## config.mk

```make
export PLATFORM = sky130hd
export DESIGN_NAME = result_streamer
export DESIGN_NICKNAME = d
export VERILOG_FILES = /design/src/rtl/result_streamer.sv
export SDC_FILE = /design/constraint.sdc
export NUM_CORES = 1
export LEC_CHECK = 0
export ABC_AREA = 1
export CORE_AREA = 8 8 253 255
export DETAILED_ROUTE_END_ITERATION = 16
export DIE_AREA = 0 0 261 263
export PLACE_DENSITY = 0.77
export SLEW_MARGIN = 20
export SYNTH_ARGS = -nofsm -noshare
export SYNTH_HDL_FRONTEND = slang
export SYNTH_SLANG_ARGS = --single-unit
```

## constraint.sdc

```tcl
create_clock -name CLK -period 5.13 [get_ports CLK]
set_input_delay 0.7695 -clock CLK [delete_from_list [all_inputs] [get_ports CLK]]
set_output_delay 0.7695 -clock CLK [all_outputs]
set_load 0.03 [all_outputs]
```

## src/rtl/result_streamer.sv

```systemverilog
// Snapshots the WIDTH x WIDTH result matrix on the rising edge of done and streams it row-major.
// Define RESULT_CHECKSUM_EN to append a wrapping 32-bit checksum beat to each frame.
module result_streamer #(
    parameter int unsigned WIDTH_BIT = 2,
    parameter int unsigned WIDTH     = 2**WIDTH_BIT
) (
    input  logic                                CLK,
    input  logic                                RST,
    input  logic                                done,
    input  logic [0:WIDTH-1][0:WIDTH-1][31:0]   result,
    output logic                                out_valid,
    input  logic                                out_ready,
    output logic [31:0]                         out_data,
    output logic [WIDTH_BIT-1:0]                out_row,
    output logic [WIDTH_BIT-1:0]                out_col,
    output logic                                out_last,
    output logic                                out_is_chk,
    output logic                                busy,
    output logic                                overrun
);

    localparam logic [WIDTH_BIT-1:0] LastIdx = WIDTH_BIT'(WIDTH - 1);

`ifdef RESULT_CHECKSUM_EN
    typedef enum logic [1:0] {StIdle, StStream, StChk} state_t;
`else
    typedef enum logic [1:0] {StIdle, StStream} state_t;
`endif

    state_t                              r_state;
    logic                                r_done_q;
    logic [0:WIDTH-1][0:WIDTH-1][31:0]   r_snap;
    logic [WIDTH_BIT-1:0]                r_row;
    logic [WIDTH_BIT-1:0]                r_col;
    logic [31:0]                         r_data;
    logic                                r_valid;
    logic                                r_last;
    logic                                r_busy;
    logic                                r_overrun;
`ifdef RESULT_CHECKSUM_EN
    logic [31:0]                         r_sum;
    logic                                r_is_chk;
`endif

    logic                                w_start;
    logic                                w_hs;
    logic                                w_final;
    logic [WIDTH_BIT-1:0]                w_next_row;
    logic [WIDTH_BIT-1:0]                w_next_col;
    logic [31:0]                         w_next_data;

    always_comb begin
        w_start     = done & ~r_done_q;
        w_hs        = r_valid & out_ready;
        w_final     = (r_row == LastIdx) && (r_col == LastIdx);
        w_next_col  = (r_col == LastIdx) ? '0 : r_col + 1'b1;
        w_next_row  = (r_col == LastIdx) ? r_row + 1'b1 : r_row;
        w_next_data = r_snap[w_next_row][w_next_col];
    end

    always_ff @(posedge CLK or negedge RST) begin
        if (!RST) begin
            r_state   <= StIdle;
            r_done_q  <= 1'b0;
            r_snap    <= '0;
            r_row     <= '0;
            r_col     <= '0;
            r_data    <= '0;
            r_valid   <= 1'b0;
            r_last    <= 1'b0;
            r_busy    <= 1'b0;
            r_overrun <= 1'b0;
`ifdef RESULT_CHECKSUM_EN
            r_sum     <= '0;
            r_is_chk  <= 1'b0;
`endif
        end else begin
            r_done_q <= done;
            // A start that arrives while a frame is still owned (even on its last edge) is dropped.
            if (w_start && (r_state != StIdle)) begin
                r_overrun <= 1'b1;
            end
            case (r_state)
                StIdle: begin
                    if (w_start) begin
                        r_snap  <= result;
                        r_row   <= '0;
                        r_col   <= '0;
                        r_data  <= result[0][0];
                        r_valid <= 1'b1;
                        r_last  <= 1'b0;
                        r_busy  <= 1'b1;
                        r_state <= StStream;
`ifdef RESULT_CHECKSUM_EN
                        r_sum   <= '0;
`endif
                    end
                end
                StStream: begin
                    if (w_hs) begin
`ifdef RESULT_CHECKSUM_EN
                        r_sum <= r_sum + r_data;
`endif
                        if (!w_final) begin
                            r_row  <= w_next_row;
                            r_col  <= w_next_col;
                            r_data <= w_next_data;
`ifndef RESULT_CHECKSUM_EN
                            r_last <= (w_next_row == LastIdx) && (w_next_col == LastIdx);
`endif
                        end else begin
`ifdef RESULT_CHECKSUM_EN
                            r_row    <= '0;
                            r_col    <= '0;
                            r_data   <= r_sum + r_data;
                            r_last   <= 1'b1;
                            r_is_chk <= 1'b1;
                            r_state  <= StChk;
`else
                            r_valid  <= 1'b0;
                            r_last   <= 1'b0;
                            r_busy   <= 1'b0;
                            r_state  <= StIdle;
`endif
                        end
                    end
                end
`ifdef RESULT_CHECKSUM_EN
                StChk: begin
                    if (w_hs) begin
                        r_valid  <= 1'b0;
                        r_last   <= 1'b0;
                        r_is_chk <= 1'b0;
                        r_busy   <= 1'b0;
                        r_state  <= StIdle;
                    end
                end
`endif
                default: r_state <= StIdle;
            endcase
        end
    end

    assign out_valid = r_valid;
    assign out_data  = r_data;
    assign out_row   = r_row;
    assign out_col   = r_col;
    assign out_last  = r_last;
    assign busy      = r_busy;
    assign overrun   = r_overrun;
`ifdef RESULT_CHECKSUM_EN
    assign out_is_chk = r_is_chk;
`else
    assign out_is_chk = 1'b0;
`endif

endmodule

```

==> run metrics, run 1 <==
DP HPWL=68.5 mm; Int Pwr=11.1 mW; post-CTS setup buffers=0; Final TNS setup=0 ps; grt ovf=0; First DRT Iteration DRCs=2675; vias in the first global route=24.8k; Max H-tree Level=2; clock power share=0.225; Leak=16.2 nW; synthesis-stage register bit count=552; Reg power frac=0.320; CTS Buffer Depth=3; RD Place Congestion=0.920; critical path fanouts, max=68; critical path class=reg -> reg; Mapped Area=26700 um2; slew margin rel.=0.359; worst vdd ir=0.401 mV; initial antenna violation count=20; total CTS buffers=59; drt total wl=98.5 mm; global-route wire length before repair=149 mm; outcome=completed; number of max-cap violations=0; clock tree from TritonCTS=built; drt first pass iters=6; PortBufs=555; post-route cell area=34700 um2; worst hold-check path type=in -> async; drt drc=0; CP endpoint kind=flip-flop; Fin. Hold Viols=0; largest cells by area after synthesis=dfrtp_1 52%, nand2_1 14%, nand3_1 12%; Finished Core Util=0.579; Starting Density=0.446; Skew-Pair Late Insertion Delay=620 ps; # clock sinks=552; WP data arrival=4310 ps; I/O pins=557; detailed-route via count=25.5k; DIE AREA=68600 um2; GR Util All Layers=0.280; pin count of the biggest net entering global routing=241; Post-DP Area=32700 um2; Routed Antenna Nets=0; clock root buffer=clkbuf_16; Post-Syn Instances=3533; Worst Skew=16.8 ps; dominant cell type by area after synthesis=dfrtp_1; switching power=8.29 mW; synth warn=0; post-synth top area share=0.517; RSZ-0062 raised after global routing=false; Final nets=4456; PD cells=558 nW/um2; post-synthesis sequential area ratio=0.517; Synth Area per Inst=7.56 um2; fin. max-slew vios=0; Worst-Margin Slew=961 ps; Die Wd=261 um; Layout fillers=5334; row count=90; post-route minimum period=3810 ps; WL/cell=20.6 um; Vias/cell=5.33; Achievable Freq=262 MHz; # hold bufs at CTS=0; Comb pwr share=0.456; Die Y-Extent=263 um; Req. time, crit path=5630 ps; P&R area growth vs syn=29.8%; clk slew on worst S/H paths=60 ps; Register Area=13800 um2; Core Region=59900 um2; CP startpoint kind=flip-flop; fin crit share=0.743; sw frac=0.428; layout cells sized above 1=0.0369; cts repair resizes=0; synth unique cells=20; Setup-failing EPs final=0; multi-input logic area=9780 um2; Syn Nets=4052
==> routing by layer <==
layer,track usage,routed length (um),vias up
met3,0.0609,9740,217
met1,0.376,39300,12000
met5,0,79,-
li1,-,-,11900
met4,0.112,3970,12
met2,0.440,45400,1317
==> state kept, by name (all words and copies together), names as in the netlist <==
| signal | count |
|---|---|
| r_snap | 512 |
| out_data | 32 |
| out_col | 2 |
| out_row | 2 |
| busy | 1 |
| out_last | 1 |
| overrun | 1 |
| r_done_q | 1 |
==> critical path: stages (launching register included) <==
cell	delay (ps)
dfrtp_1	460
ha_1	480
nand2_4	440
nand2_4	820
buf_12	370
nand2_1	100
nand3_1	140
nand3_1	100
nand3_1	390
nand3_1	140
nand2_1	100
nand2_1	50
==> layout by cell type (no fill, tap or decap) <==
cell type          n
inv_1            551
nand2_1          969
o22ai_1            1
clkbuf_8          14
nor2_4             2
bufinv_16          4
mux2_2             1
clkinv_4           2
inv_2              3
ha_1               2
nand3_1          641
nor2_1             2
a31o_2             1
clkbuf_1          13
clkdlybuf4s50_1  554
o211ai_1           1
clkinv_2          10
nor3_1             1
nand2_4            4
dfrtp_2            1
buf_12            14
inv_6              2
nand3_4            1
conb_1             1
diode_2           13
a21oi_1           33
buf_4             22
clkinvlp_4         1
ha_4               1
o21ai_0          514
dfrtp_1          551
clkbuf_16         61
inv_8              1
o21ai_4            1
buf_8              1
==> final cells by class <==
type                    count  share of cell area
flip-flops and latches    552               0.398
diodes                     13            0.000938
clock inverters            17             0.00574
repair buffers            591               0.173
inverters                 557              0.0607
multi-input cells        2176               0.282
clock buffers              88              0.0510
well taps                 782              0.0282
==> final timing paths <==
kind	startpoint	endpoint	slack [ps]	cells after the start
max	out_col[0]	out_data[6]	1320	11
min	RST	r_snap[262]	220	1
max reg2reg	out_col[0]	out_data[6]	1320	11
min reg2reg	out_data[27]	out_data[27]	480	2
max in group asynchronous	RST	r_snap[39]	3690	2
min in group CLK	out_data[27]	out_data[27]	480	2
==> synth_stat cells <==
cell      instances
buf_2           124
o21ai_0         514
o211ai_1          1
inv_2             4
nor3_1            1
a21oi_1          33
nand3_1         642
inv_1           553
conb_1            1
buf_4             9
mux2_2            1
nor2_1            4
ha_1              3
o22ai_1           1
clkbuf_1        100
a31o_2            1
nand2_1         973
o21ai_1           1
buf_1            15
dfrtp_1         552
==> logic make-up (layout without fill, tap and decap cells) <==
logic type | after synthesis | in the layout | synth area share
other | 1 | 14 | 0.000140
DFF | 552 | 552 | 0.517
buffers and inverters | 805 | 1253 | 0.120
and+or+nand+nor | 1620 | 1620 | 0.258
adders and majority gates | 3 | 3 | 0.00140
muxes | 1 | 1 | 0.000421
AOI/OAI and AO/OA | 551 | 551 | 0.103
==> power groups by stage <==
stage / Sequential (mW) / Clock (mW) / Combinational [mW]
2_1_floorplan: 6.39 / 0 / 5.14
3_3_place_gp: 6.20 / 0 / 8.63
3_5_place_dp: 6.25 / 0 / 8.74
4_1_cts: 6.18 / 4.39 / 8.82
5_1_grt: 6.32 / 4.56 / 9.65
6_report: 6.19 / 4.35 / 8.82
==> stage by stage <==
stage / cells / power (mW) / hold slack, ps / setup WS, ps
floorplan: 3533 / 11.5 / 453 / 3050
global placement: 4658 / 14.8 / 453 / 1450
detailed placement: 4658 / 15.0 / 464 / 1410
CTS: 4763 / 19.4 / 252 / 1380
global route: 4772 / 20.5 / 284 / 1030
finish: 4776 / 19.4 / 220 / 1320
No activity file was read; power rests on OpenSTA's default activity.
==> run 2, diff against run 1 <==
- clock period: 5.13 -> 3.7 ns (I/O delays scaled with it)
==> run 2 against run 1 <==
Against the previous run:
- the flow now finishes with violations (hold timing)
- clock-buffer cell count shrank 11
- global-route usage up 0.64 points
- clock skew increased by 8.2 ps
- non-clock buffer count up 14
- critical path depth did not move
- register-to-register slack got worse by 670 ps
- critical path type unchanged
- sequential share of layout area shrank 0.16 points
- setup slack got worse by 670 ps
- routed wire length rose by 2.4%
- largest power group unchanged
==> run metrics, run 2 (synthesis gave the netlist of run 1 again) <==
outcome=finished with violations; number of max-cap violations=0; Die Wd=261 um; cts repair resizes=0; pin count of the biggest net entering global routing=181; fin. max-slew vios=0; worst hold-check path type=in -> async; CP endpoint kind=flip-flop; Req. time, crit path=4200 ps; CP startpoint kind=flip-flop; DP Cell Count=4672; row count=90; critical path fanouts, max=91; violated checks=hold timing; Tot Pwr=27.1 mW; PortBufs=555; critical path class=reg -> reg; Reg-to-Reg Start=out_col[0]; PD cells=777 nW/um2; Worst Reg-to-Reg Cells=11; Worst Skew=24.9 ps; post-route minimum period=3050 ps; grt ovf=0; post-route cell area=34800 um2; WP data arrival=3550 ps; DP HPWL=72.4 mm; First DRT Iteration DRCs=2804; Final nets=4468; GR Util All Layers=0.287; fin crit share=0.824; max FFs per register=512; slowest stage delay, CP=470 ps; Routed Antenna Nets=0; layout cells sized above 1=0.0406; WL/cell=21.1 um; global-route wire length before repair=152 mm; # hold bufs at CTS=0; crit-path cells=ha_1 > nand2_4 > nand2_4 > buf_12 > nand2_1 > nand3_1 > nand3_1 > nand3_1 > nand3_1 > nand2_1 > nand2_1; drt first pass iters=7; initial antenna violation count=16; Fin Hold WS=-54.8 ps; vias in the first global route=25.2k; Fin. Hold Viols=14; total CTS buffers=57; Starting Density=0.446; # clock sinks=552; clock root buffer=clkbuf_16; drt drc=0; setup ws final=650 ps; Post-DP Area=32900 um2; Final Instance Count excl. Fillers=4788; Core Region=59900 um2; DIE AREA=68600 um2; slowest stage cell on the critical path=ha_1; Die Y-Extent=263 um; Skew-Pair Late Insertion Delay=620 ps; CTS Buffer Depth=3; Max H-tree Level=2; Final TNS setup=0 ps; most frequent cells in the layout=969 x nand2_1, 641 x nand3_1, 554 x clkdlybuf4s50_1, 551 x inv_1, 551 x dfrtp_1; RD Place Congestion=0.893; post-CTS setup buffers=0; RSZ-0062 raised after global routing=false; most common cell after layout, fill and taps aside=nand2_1; R2R setup slack=650 ps; clock tree from TritonCTS=built; Finished Core Util=0.581; I/O pins=557; slew margin rel.=0.286; Leak=16.3 nW; detailed-route via count=25.5k; worst vdd ir=0.704 mV; Vias/cell=5.32; RR Endpoint=out_data[18]; P&R area growth vs syn=30.3%; Worst-Margin Slew=1070 ps; family with the most delay on the worst path=simple AND/OR/NAND/NOR gates; CP bufs+invs=1; clk slew on worst S/H paths=60 ps; DP Worst Slack=660 ps; Setup-failing EPs final=0; CP dominant cell by count=nand3_1; Achievable Freq=328 MHz; drt total wl=101 mm; largest register by flop count=r_snap
run 2: cell count changes in the layout (fill, tap and decap cells not counted):
cell	previous run	this run
buf_12	14	19
buf_4	22	31
bufinv_16	4	6
clkbuf_1	13	7
clkbuf_16	61	59
clkbuf_8	14	11
clkinv_2	10	13
clkinv_4	2	1
clkinvlp_4	1	2
diode_2	13	16
inv_6	2	3
run 2: area by class of cell:
cell class                      instances  area (um2)
Antenna cell                           16        40.0
Clock inverter                         23         282
Tap cell                              782         978
Timing Repair Buffer                  605        6170
Multi-Input combinational cell       2176        9780
Sequential cell                       552       13800
Clock buffer                           77        1650
Inverter                              557        2100
Fill cell                            5325       25100
run 2: report_power, final:
part,total (mW),switching [mW],internal (mW)
Clock,6.00,2.47,3.53
Combinational,12.4,8.47,3.96
Sequential,8.62,0.712,7.91
run 2: layer usage:
metal,track usage,up-vias,share of wire
met5,0,-,0.00013
met4,0.109,2,0.039
met3,0.0545,199,0.092
met2,0.460,1258,0.47
met1,0.382,12100,0.40
li1,-,11900,-
run 2: how the worst max path moves through the flow:
stage | from | endpoint | slack, ps | cells after the start
after global placement | out_col[0] | out_data[18] | 700 | 11
after CTS | out_col[0] | out_data[21] | 640 | 11
after floorplan | out_col[0] | out_data[4] | 1620 | 11
final | out_col[0] | out_data[18] | 650 | 11
after global routing | out_col[0] | out_data[21] | 430 | 11
after detailed placement | out_col[0] | out_data[18] | 660 | 11
